===== config.mk =====
export PLATFORM = sky130hd
export DESIGN_NAME = sha3_digest_tx
export DESIGN_NICKNAME = d
export VERILOG_FILES = /design/src/rtl/sha3_pkg.sv /design/src/rtl/sha3_lane_select.sv /design/src/rtl/sha3_digest_tx.sv
export SDC_FILE = /design/constraint.sdc
export NUM_CORES = 1
export LEC_CHECK = 0
export CAP_MARGIN = 15
export CORE_AREA = 2 2 636 638
export DETAILED_ROUTE_END_ITERATION = 16
export DIE_AREA = 0 0 638 640
export SYNTH_ARGS = -nofsm -noshare
export SYNTH_HDL_FRONTEND = slang
export SYNTH_SLANG_ARGS = --single-unit

===== constraint.sdc =====
create_clock -name clk -period 3.58 [get_ports clk]
set_input_delay 0.537 -clock clk [delete_from_list [all_inputs] [get_ports clk]]
set_output_delay 0.537 -clock clk [all_outputs]
set_load 0.01 [all_outputs]

===== src/rtl/sha3_pkg.sv =====
// sha3_pkg: types and helpers shared by the SHA3 datapath blocks and their benches.
//   lane_t    - one Keccak lane (LANE_W bits)
//   state_t   - full 5x5 Keccak state, indexed [x][y]
//   lane_x/y  - map a linear lane number k to its (x, y) position
//   byte_rev  - reverse the low nbytes bytes of a lane (hash byte order)
//   tx_state_e- digest transmitter FSM states
package sha3_pkg;

    localparam int LANE_W = 64;

    typedef logic [LANE_W-1:0] lane_t;
    typedef lane_t [0:4][0:4]  state_t;

    typedef enum logic {
        ST_IDLE = 1'b0,
        ST_SEND = 1'b1
    } tx_state_e;

    function automatic int lane_x(input int k);
        return k % 5;
    endfunction

    function automatic int lane_y(input int k);
        return k / 5;
    endfunction

    // Byte 0 (bits [7:0]) of the input lands in the most significant of the
    // nbytes result bytes, so reading the result MSB-first gives hash order.
    function automatic lane_t byte_rev(input lane_t x, input int nbytes);
        lane_t r;
        r = '0;
        for (int b = 0; b < LANE_W / 8; b++) begin
            if (b < nbytes) begin
                r[8*(nbytes-1-b) +: 8] = x[8*b +: 8];
            end
        end
        return r;
    endfunction

endpackage


===== src/rtl/sha3_lane_select.sv =====
// sha3_lane_select: picks digest byte cnt_i out of the hash-ordered digest register.
//   digest_i - NBYTES bytes, hash byte 0 in the most significant byte
//   cnt_i    - index of the byte currently being sent
//   byte_o   - selected byte
module sha3_lane_select #(
    parameter int NBYTES = 32,
    parameter int CW     = 5
) (
    input  logic [NBYTES*8-1:0] digest_i,
    input  logic [CW-1:0]       cnt_i,
    output logic [7:0]          byte_o
);

    always_comb begin
        byte_o = 8'h00;
        for (int i = 0; i < NBYTES; i++) begin
            if (cnt_i == CW'(i)) begin
                byte_o = digest_i[(NBYTES-1-i)*8 +: 8];
            end
        end
    end

endmodule


===== src/rtl/sha3_digest_tx.sv =====
// sha3_digest_tx: captures the first DIGEST_LANES lanes of a finished Keccak
// state in hash byte order and streams them out one byte per handshake.
//   clk, nrst     - clock, asynchronous active-low reset
//   State_in      - Keccak state, lane k at State_in[k%5][k/5]
//   State_valid   - state is final (sampled every cycle)
//   Byte_out      - current digest byte, Byte_valid qualifies it
//   Byte_ready    - sink accepts Byte_out
//   Last_byte     - Byte_out is the final digest byte
//   Busy          - a digest is held or being sent
//   Overrun       - State_valid seen while busy and dropped (same-cycle pulse)
// Handshake: a byte moves on a rising edge where Byte_valid && Byte_ready.
// Once Byte_valid is high it stays high, with Byte_out/Last_byte stable,
// until that byte moves; the sink may hold Byte_ready low indefinitely.
// WIDTH must be a multiple of 8 and no larger than sha3_pkg::LANE_W.
module sha3_digest_tx
    import sha3_pkg::*;
#(
    parameter int WIDTH        = 64,
    parameter int DIGEST_LANES = 4
) (
    input  logic                         clk,
    input  logic                         nrst,
    input  logic [0:4][0:4][WIDTH-1:0]   State_in,
    input  logic                         State_valid,
    output logic [7:0]                   Byte_out,
    output logic                         Byte_valid,
    input  logic                         Byte_ready,
    output logic                         Last_byte,
    output logic                         Busy,
    output logic                         Overrun
);

    localparam int NBYTES = DIGEST_LANES * WIDTH / 8;
    localparam int CW     = (NBYTES > 1) ? $clog2(NBYTES) : 1;
    localparam int DW     = NBYTES * 8;

    tx_state_e      state_q, state_d;
    logic [CW-1:0]  cnt_q, cnt_d;
    logic [DW-1:0]  digest_q, digest_d;

    logic [DW-1:0]  capt_digest;
    lane_t          rev_lane;
    logic           capture;
    logic           xfer;
    logic           last;
    logic [7:0]     sel_byte;

    // Lanes beyond DIGEST_LANES are never sent; fold them away here.
    logic           unused_state;
    assign unused_state = ^State_in;

    // Hash-ordered image of the incoming state: lane 0 reversed occupies the
    // top WIDTH bits so hash byte 0 is the most significant byte.
    always_comb begin
        capt_digest = '0;
        rev_lane    = '0;
        for (int k = 0; k < DIGEST_LANES; k++) begin
            rev_lane = byte_rev(lane_t'(State_in[lane_x(k)][lane_y(k)]), WIDTH / 8);
            capt_digest[(DIGEST_LANES-1-k)*WIDTH +: WIDTH] = rev_lane[WIDTH-1:0];
        end
    end

    assign xfer = (state_q == ST_SEND) && Byte_ready;
    assign last = (state_q == ST_SEND) && (cnt_q == CW'(NBYTES - 1));

    always_comb begin
        state_d  = state_q;
        cnt_d    = cnt_q;
        digest_d = digest_q;
        capture  = 1'b0;
        Overrun  = 1'b0;
        case (state_q)
            ST_IDLE: begin
                if (State_valid) begin
                    capture = 1'b1;
                    cnt_d   = '0;
                    state_d = ST_SEND;
                end
            end
            ST_SEND: begin
                if (xfer && last) begin
                    cnt_d = '0;
                    // A new state arriving with the final transfer is taken
                    // immediately so consecutive digests have no gap.
                    if (State_valid) begin
                        capture = 1'b1;
                    end else begin
                        state_d = ST_IDLE;
                    end
                end else begin
                    if (xfer) begin
                        cnt_d = cnt_q + 1'b1;
                    end
                    Overrun = State_valid;
                end
            end
            default: begin
                state_d = ST_IDLE;
            end
        endcase
        if (capture) begin
            digest_d = capt_digest;
        end
    end

    always_ff @(posedge clk or negedge nrst) begin
        if (!nrst) begin
            state_q  <= ST_IDLE;
            cnt_q    <= '0;
            digest_q <= '0;
        end else begin
            state_q  <= state_d;
            cnt_q    <= cnt_d;
            digest_q <= digest_d;
        end
    end

    sha3_lane_select #(
        .NBYTES (NBYTES),
        .CW     (CW)
    ) u_sel (
        .digest_i (digest_q),
        .cnt_i    (cnt_q),
        .byte_o   (sel_byte)
    );

    assign Byte_valid = (state_q == ST_SEND);
    assign Busy       = (state_q == ST_SEND);
    assign Last_byte  = last;
    assign Byte_out   = (state_q == ST_SEND) ? sel_byte : 8'h00;

endmodule


==> reports/qor.csv <==
metric,value,unit
worst skew pair latency,570,ps
final critical delay including setup and external delays,4350,ps
combined area of the multi-input logic cells,7110,µm²
Yosys top cell by area,sky130_fd_sc_hd__dfrtp_1,
area of all placed cells without fillers,27200,µm²
capturing element type of the critical path,output port,
proportion of power drawn by combinational gates,52.3,%
worst path bufs/invs,9,
Root Buffer Master,sky130_fd_sc_hd__clkbuf_16,
number of buffers added by the clock tree synthesis step,34,
final sum of negative setup slack,-4410,ps
peak supply drop,0.415,mV
ANT nets after route,0,
portion of the post-synthesis area used by sequential elements,48.1,%
max-cap check violation count,0,
clock tree from TritonCTS,yes,
"Largest stage delay, worst path",430,ps
worst setup path category,register to output port,
share of the synthesized area in the top cell type,48.1,%
y dimension of the die,640,µm
pin count of the biggest net entering global routing,102,
run status,finished with violations,
number of clock sinks seen by CTS,262,
cell leakage power,9.19,nW
Die Span X,638,µm
fraction of registers with async set or reset after synthesis,100,%
internal power consumption,10.2,mW
post-synth net total,2817,
cell types with the highest counts after synthesis,"262 x sky130_fd_sc_hd__dfrtp_1, 256 x sky130_fd_sc_hd__mux2_2, 80 x sky130_fd_sc_hd__a21oi_1",
fraction of power consumed by sequential logic,28.2,%
number of register bits inferred by synthesis,262,
std cell rows,233,
areal power density over the cells,637,nW/µm²
share of final-layout standard cells stronger than drive strength 1,42.1,%
instance area after placement,24900,µm²
total power after layout,17.3,mW
H-tree depth,2,
syn avg cell area,11.3,µm²
Startpoint Class,register,
first-pass detailed-route iteration total,7,
Total Routing Usage GR,4.57,%
switching part of the total power,41.1,%
post-synthesis to final-layout area growth,99.4,%
Overflow after GRT,0,
Storage cell area,6560,µm²
nets,3322,
slew margin rel.,56.5,%
initial cell density of the core,3.40,%
number of enable-type register cells in the synthesized netlist,0,
I/O pin total,1616,
clock slew seen by the registers of the worst setup and hold paths,60,ps
most instantiated library cell after synthesis,sky130_fd_sc_hd__dfrtp_1,
area of the die,408000,µm²
number of antenna violations at the first check in global routing,71,
Final Routed Wirelength,97300,µm
Clock Power Share,19.5,%
crit-path cells,"buf_6, ha_4, buf_4, buf_6, buf_12, buf_8, nand2b_4, or4_4, a21oi_4, buf_12, o2111ai_4, buf_6, a21oi_2, o21ai_1, buf_4, a22o_4, buf_12",
unrepaired setup endpoints after global routing,true,
global-route wire length before repair,123000,µm
clock tree buffer depth,3,
actual slew at the worst max-slew pin,653,ps
Switch Pwr,7.12,mW
Residual DRC,0,
synthesized netlist cell count,1207,
filler cell count,46800,
setup violation total in the final timing report,8,
Worst EP required,3040,ps
maximum achievable frequency,230,MHz
Vias,12700,
mean number of vias per cell,1.80,
"crit path setup slack, layout",-774,ps
synth unique cells,90,
portion of the clock cycle consumed by the worst path in the final layout,122,%
final core area utilization,6.77,%
critical-path cell with the highest stage delay,sky130_fd_sc_hd__or4_4,
placer's final routability congestion estimate,0.873,
cell types occupying the most area after synthesis,"sky130_fd_sc_hd__dfrtp_1 48%, sky130_fd_sc_hd__mux2_2 21%, sky130_fd_sc_hd__a21oi_1 2.9%",
summed instance area of the synthesized netlist,13600,µm²
CP Max Fanout,3,
Worst Hold Class,input pin to asynchronous set/reset pin,
clock skew after layout,21.0,ps
detailed-route wire length per cell,13.8,µm
family with the most delay on the worst path,buffers and inverters,
count of warnings emitted by yosys,0,
number of DRC violations after detailed-routing iteration 0,1174,
core outline area,401000,µm²
vias in the first global route,12700,
arrival time of the worst setup path,3820,ps
failing checks,negative setup slack,
final hold viol count,0,
post-DP HPWL,83400,µm
port buffer count,271,
Synth Flop Type,sky130_fd_sc_hd__dfrtp_1,
fin. max-slew vios,0,
[cells by family after synthesis]
logic type / Yosys count / share of synthesized area, %
fa+ha+maj: 6 / 0.550
compound gates: 299 / 14.5
buf+inv: 119 / 4.75
mux: 256 / 21.1
flops: 262 / 48.1
simple gates: 265 / 11.0
[final cells by class]
cell class / count / area share, %
repair buffers: 556 / 20.8
well taps: 5287 / 24.3
clock buffers: 42 / 3.39
multi-input cells: 826 / 26.2
flip-flops and latches: 262 / 24.1
inverters: 32 / 0.442
clock inverters: 14 / 0.483
diodes: 33 / 0.304
[metrics by stage]
step | hold slack (ps) | setup WS (ps) | cells
finish | 427 | -774 | 7052
global route | 435 | -911 | 7045
CTS | 395 | -886 | 7001
detailed placement | 426 | -644 | 6925
global placement | 425 | -626 | 6925
floorplan | 241 | 305 | 1207
[sequential cells by signal (all words and copies together) (netlist names)]
| name | flops |
|---|---|
| cnt_q | 5 |
| digest_q | 256 |
| Busy | 1 |
[repair_timing]
| action | 4_1_cts | 5_1_grt |
|---|---|---|
| endpoints found under the hold margin | 16 | 0 |
| cloned | 2 | 0 |
| gates resized for setup | 142 | 46 |
| setup buffers | 22 | 19 |
| hold buffers | 1 | 0 |
| setup endpoints to repair | 8 | 8 |
| pin swaps | 37 | 32 |
[layer usage]
layer,share of wire [%],vias up,global-route usage [%]
li1,-,5534,-
met1,31,6301,4.44
met2,52,602,8.44
met3,11,218,1.81
met4,5.3,46,2.11
met5,0.27,-,0
[power groups by stage]
| stage | Clock [mW] | Sequential [mW] | Combinational, mW |
|---|---|---|---|
| 2_1_floorplan | 0 | 4.41 | 3.00 |
| 3_3_place_gp | 0 | 4.88 | 8.00 |
| 3_5_place_dp | 0 | 4.89 | 8.01 |
| 4_1_cts | 3.47 | 4.87 | 8.91 |
| 5_1_grt | 3.59 | 4.98 | 9.44 |
| 6_report | 3.38 | 4.89 | 9.05 |
[path summary, 6_finish.rpt]
path | start | slack, ps | to | cells after the start
max | cnt_q[1] | -770 | Byte_out[6] | 17
min | nrst | 430 | digest_q[23] | 2
max reg2reg | cnt_q[1] | 370 | digest_q[214] | 12
min reg2reg | digest_q[252] | 500 | digest_q[252] | 1
max in group asynchronous | nrst | 2150 | cnt_q[2] | 3
min in group clk | digest_q[252] | 500 | digest_q[252] | 1
[cell usage in the layout, fill, tap and decap left out, types with 5 or more instances in the layout]
| master | count |
|---|---|
| sky130_fd_sc_hd__clkdlybuf4s50_1 | 260 |
| sky130_fd_sc_hd__a211oi_1 | 6 |
| sky130_fd_sc_hd__buf_12 | 50 |
| sky130_fd_sc_hd__o221ai_1 | 5 |
| sky130_fd_sc_hd__nor2_1 | 65 |
| sky130_fd_sc_hd__buf_6 | 17 |
| sky130_fd_sc_hd__nand4_1 | 5 |
| sky130_fd_sc_hd__o21ai_1 | 8 |
| sky130_fd_sc_hd__nor2b_1 | 9 |
| sky130_fd_sc_hd__a31oi_1 | 6 |
| sky130_fd_sc_hd__nand3b_1 | 6 |
| sky130_fd_sc_hd__o22ai_1 | 37 |
| sky130_fd_sc_hd__a21oi_2 | 7 |
| sky130_fd_sc_hd__clkinv_2 | 5 |
| sky130_fd_sc_hd__clkbuf_16 | 35 |
| sky130_fd_sc_hd__nor3_1 | 18 |
| sky130_fd_sc_hd__a221oi_1 | 11 |
| sky130_fd_sc_hd__nand3_1 | 19 |
| sky130_fd_sc_hd__nand2_1 | 54 |
| sky130_fd_sc_hd__nand2_4 | 5 |
| sky130_fd_sc_hd__o31ai_1 | 5 |
| sky130_fd_sc_hd__nand2b_4 | 5 |
| sky130_fd_sc_hd__buf_4 | 219 |
| sky130_fd_sc_hd__o21ai_0 | 46 |
| sky130_fd_sc_hd__inv_6 | 5 |
| sky130_fd_sc_hd__buf_8 | 5 |
| sky130_fd_sc_hd__nand2b_1 | 9 |
| sky130_fd_sc_hd__diode_2 | 33 |
| sky130_fd_sc_hd__inv_1 | 27 |
| sky130_fd_sc_hd__o21ai_2 | 6 |
| sky130_fd_sc_hd__a21oi_1 | 71 |
| sky130_fd_sc_hd__dfrtp_1 | 258 |
| sky130_fd_sc_hd__mux2_2 | 256 |
| sky130_fd_sc_hd__o211ai_1 | 8 |
Note: power is estimated with default switching activity, not from simulation.
==> patch (same settings) <==
Make the reset (`nrst`) synchronous in one clocked block. Comments in the files are not updated.
--- a/src/rtl/sha3_digest_tx.sv
+++ b/src/rtl/sha3_digest_tx.sv
@@ -104,5 +104,5 @@
     end
 
-    always_ff @(posedge clk or negedge nrst) begin
+    always_ff @(posedge clk) begin
         if (!nrst) begin
             state_q  <= ST_IDLE;
Formal check against the unedited RTL: differs if nrst is asserted again (counterexample within 4 cycles, from zero or initial values and one cycle with nrst low); with nrst held inactive, the same outputs for 10 cycles.
==> patch against the unedited design <==
- final cell count is 7.0% higher
- area after synthesis down 0.67%
- count of clock-buffer cells in the layout down 2
- the flow still finishes with violations (negative setup slack)
- utilization decreased by 0.079 points
- largest cell class unchanged
- sequential share of layout area shrank 4.6 points
- setup slack better by 0.039 ns
- critical endpoint is now Byte_out[0]
- via count rose by 20%
- sequential cell count did not move
- routed wire length grew 13%
- design area shrank 1.2%
Power is not compared: it rests on default switching activity, and its combinational part moved more than twofold at a synthesized area within 25%.
==> patch: results (changes against the unedited design) <==
| Metric | Value |
|---|---|
| WL/cell | 14.6 um (was 13.8 um) |
| Crit path launch | cnt_q[1]$_SDFFE_PN0P_ (was cnt_q[1]$_DFFE_PN0P_) |
| Final nets | 3,828 (was 3,322) |
| Slowest Stage Delay on Critical Path | 0.36 ns (was 0.43 ns) |
| Post-synth cell types | 87 (was 90) |
| Worst rel slew slack | 0.240 (was 0.565) |
| GPL Wtd Cong | 0.850 (was 0.873) |
| Antenna violations before repair | 100 (was 71) |
| Multi-input gate count | 1,351 (was 826) |
| Clk_lat worst skew | 0.63 ns (was 0.57 ns) |
| Worst reg-to-reg path cell count | 13 (was 12) |
| Fraction of area in multi-input gates | 0.307 (was 0.262) |
| Layout clock area frac | 0.0406 (was 0.0387) |
| Met3 wire length | 10,600 um (was 10,400 um) |
| H-tree levels | 1 (was 2) |
| Critical R2R Capture | digest_q[94]$_SDFFE_PN0P_ (was digest_q[214]$_DFFE_PN0P_) |
| Inverters | 17 (was 32) |
| NonClk Buf Share | 0.206 (was 0.208) |
| Clk_skew | 0.0407 ns (was 0.0210 ns) |
| Total track usage | 0.0515 (was 0.0457) |
| Met3 Use GR | 0.0182 (was 0.0181) |
| Post-synthesis sequential area ratio | 0.387 (was 0.481) |
| Status | finished, violations left (unchanged) |
| Layout cells sized above 1 | 0.210 (was 0.421) |
| Fin Setup TNS | -4.60 ns (was -4.41 ns) |
| Iter 0 DRT Violations | 1,430 (was 1,174) |
| Register-to-Register Setup Slack | 0.42 ns (was 0.37 ns) |
| Total number of vias | 15,200 (was 12,700) |
| # setup viols final | 8 (unchanged) |
| Crit path max fanout | 5 (was 3) |
| M1 GR Usage | 0.0549 (was 0.0444) |
| Failing checks | negative setup slack (unchanged) |
| Hold crit path type | primary input to register (was primary input to asynchronous set/reset pin) |
| Crit path to | Byte_out[0] (was Byte_out[6]) |
| Number of sequential cells | 262 (unchanged) |
| Sequential share of cell area | 0.196 (was 0.241) |
| Setup slack after layout | -0.735 ns (was -0.774 ns) |
| Drt first pass iters | 5 (was 7) |
| Ant. Diodes | 17 (was 33) |
| Synth Area per Inst | 7.62 sq um (was 11.3 sq um) |
| M1 WL | 39,300 um (was 30,500 um) |
| Sequential Area | 0.00526 sq mm (was 0.00656 sq mm) |
| Non-clock buffers | 555 (was 556) |
| Delay-heaviest family, CP | compound AO/OA/AOI/OAI gates (was buffers and inverters) |
| Avg Vias per Cell | 2.01 (was 1.80) |
| Asr flop ratio synth | 0 (was 1.00) |
| Met2 GRT Util | 0.0926 (was 0.0844) |
| DP Worst Slack | -0.847 ns (was -0.644 ns) |
==> patch: cell count changes after synthesis, moves of 15 or more <==
cell	before	now
nand2_1	59	585
o22ai_1	40	25
buf_2	40	60
mux2_2	256	1
a21boi_0	4	258
o21ai_0	55	74
a21oi_1	80	62
dfrtp_1	262	0
clkbuf_1	19	59
dfxtp_1	0	262
==> patch: power breakdown <==
| part | switching (mW) | total (mW) | internal, mW | leakage, nW |
|---|---|---|---|---|
| logic | 0.604 | 1.17 | 0.568 | 5.20 |
| clock network | 1.42 | 3.43 | 2.01 | 0.540 |
| registers | 0.136 | 3.21 | 3.08 | 2.15 |
| total | 2.16 | 7.82 | 5.66 | 7.89 |
==> patch: logic make-up after synthesis <==
family          share of synthesized area
mux                               0.00157
buf+inv                            0.0588
compound gates                      0.289
simple gates                        0.258
fa+ha+maj                         0.00554
flops                               0.387
==> patch: what timing repair did <==
item	CTS	global route
gates resized for setup	142	56
cloned	2	1
pin swaps	44	34
setup endpoints to repair	10	8
buffers inserted	22	13
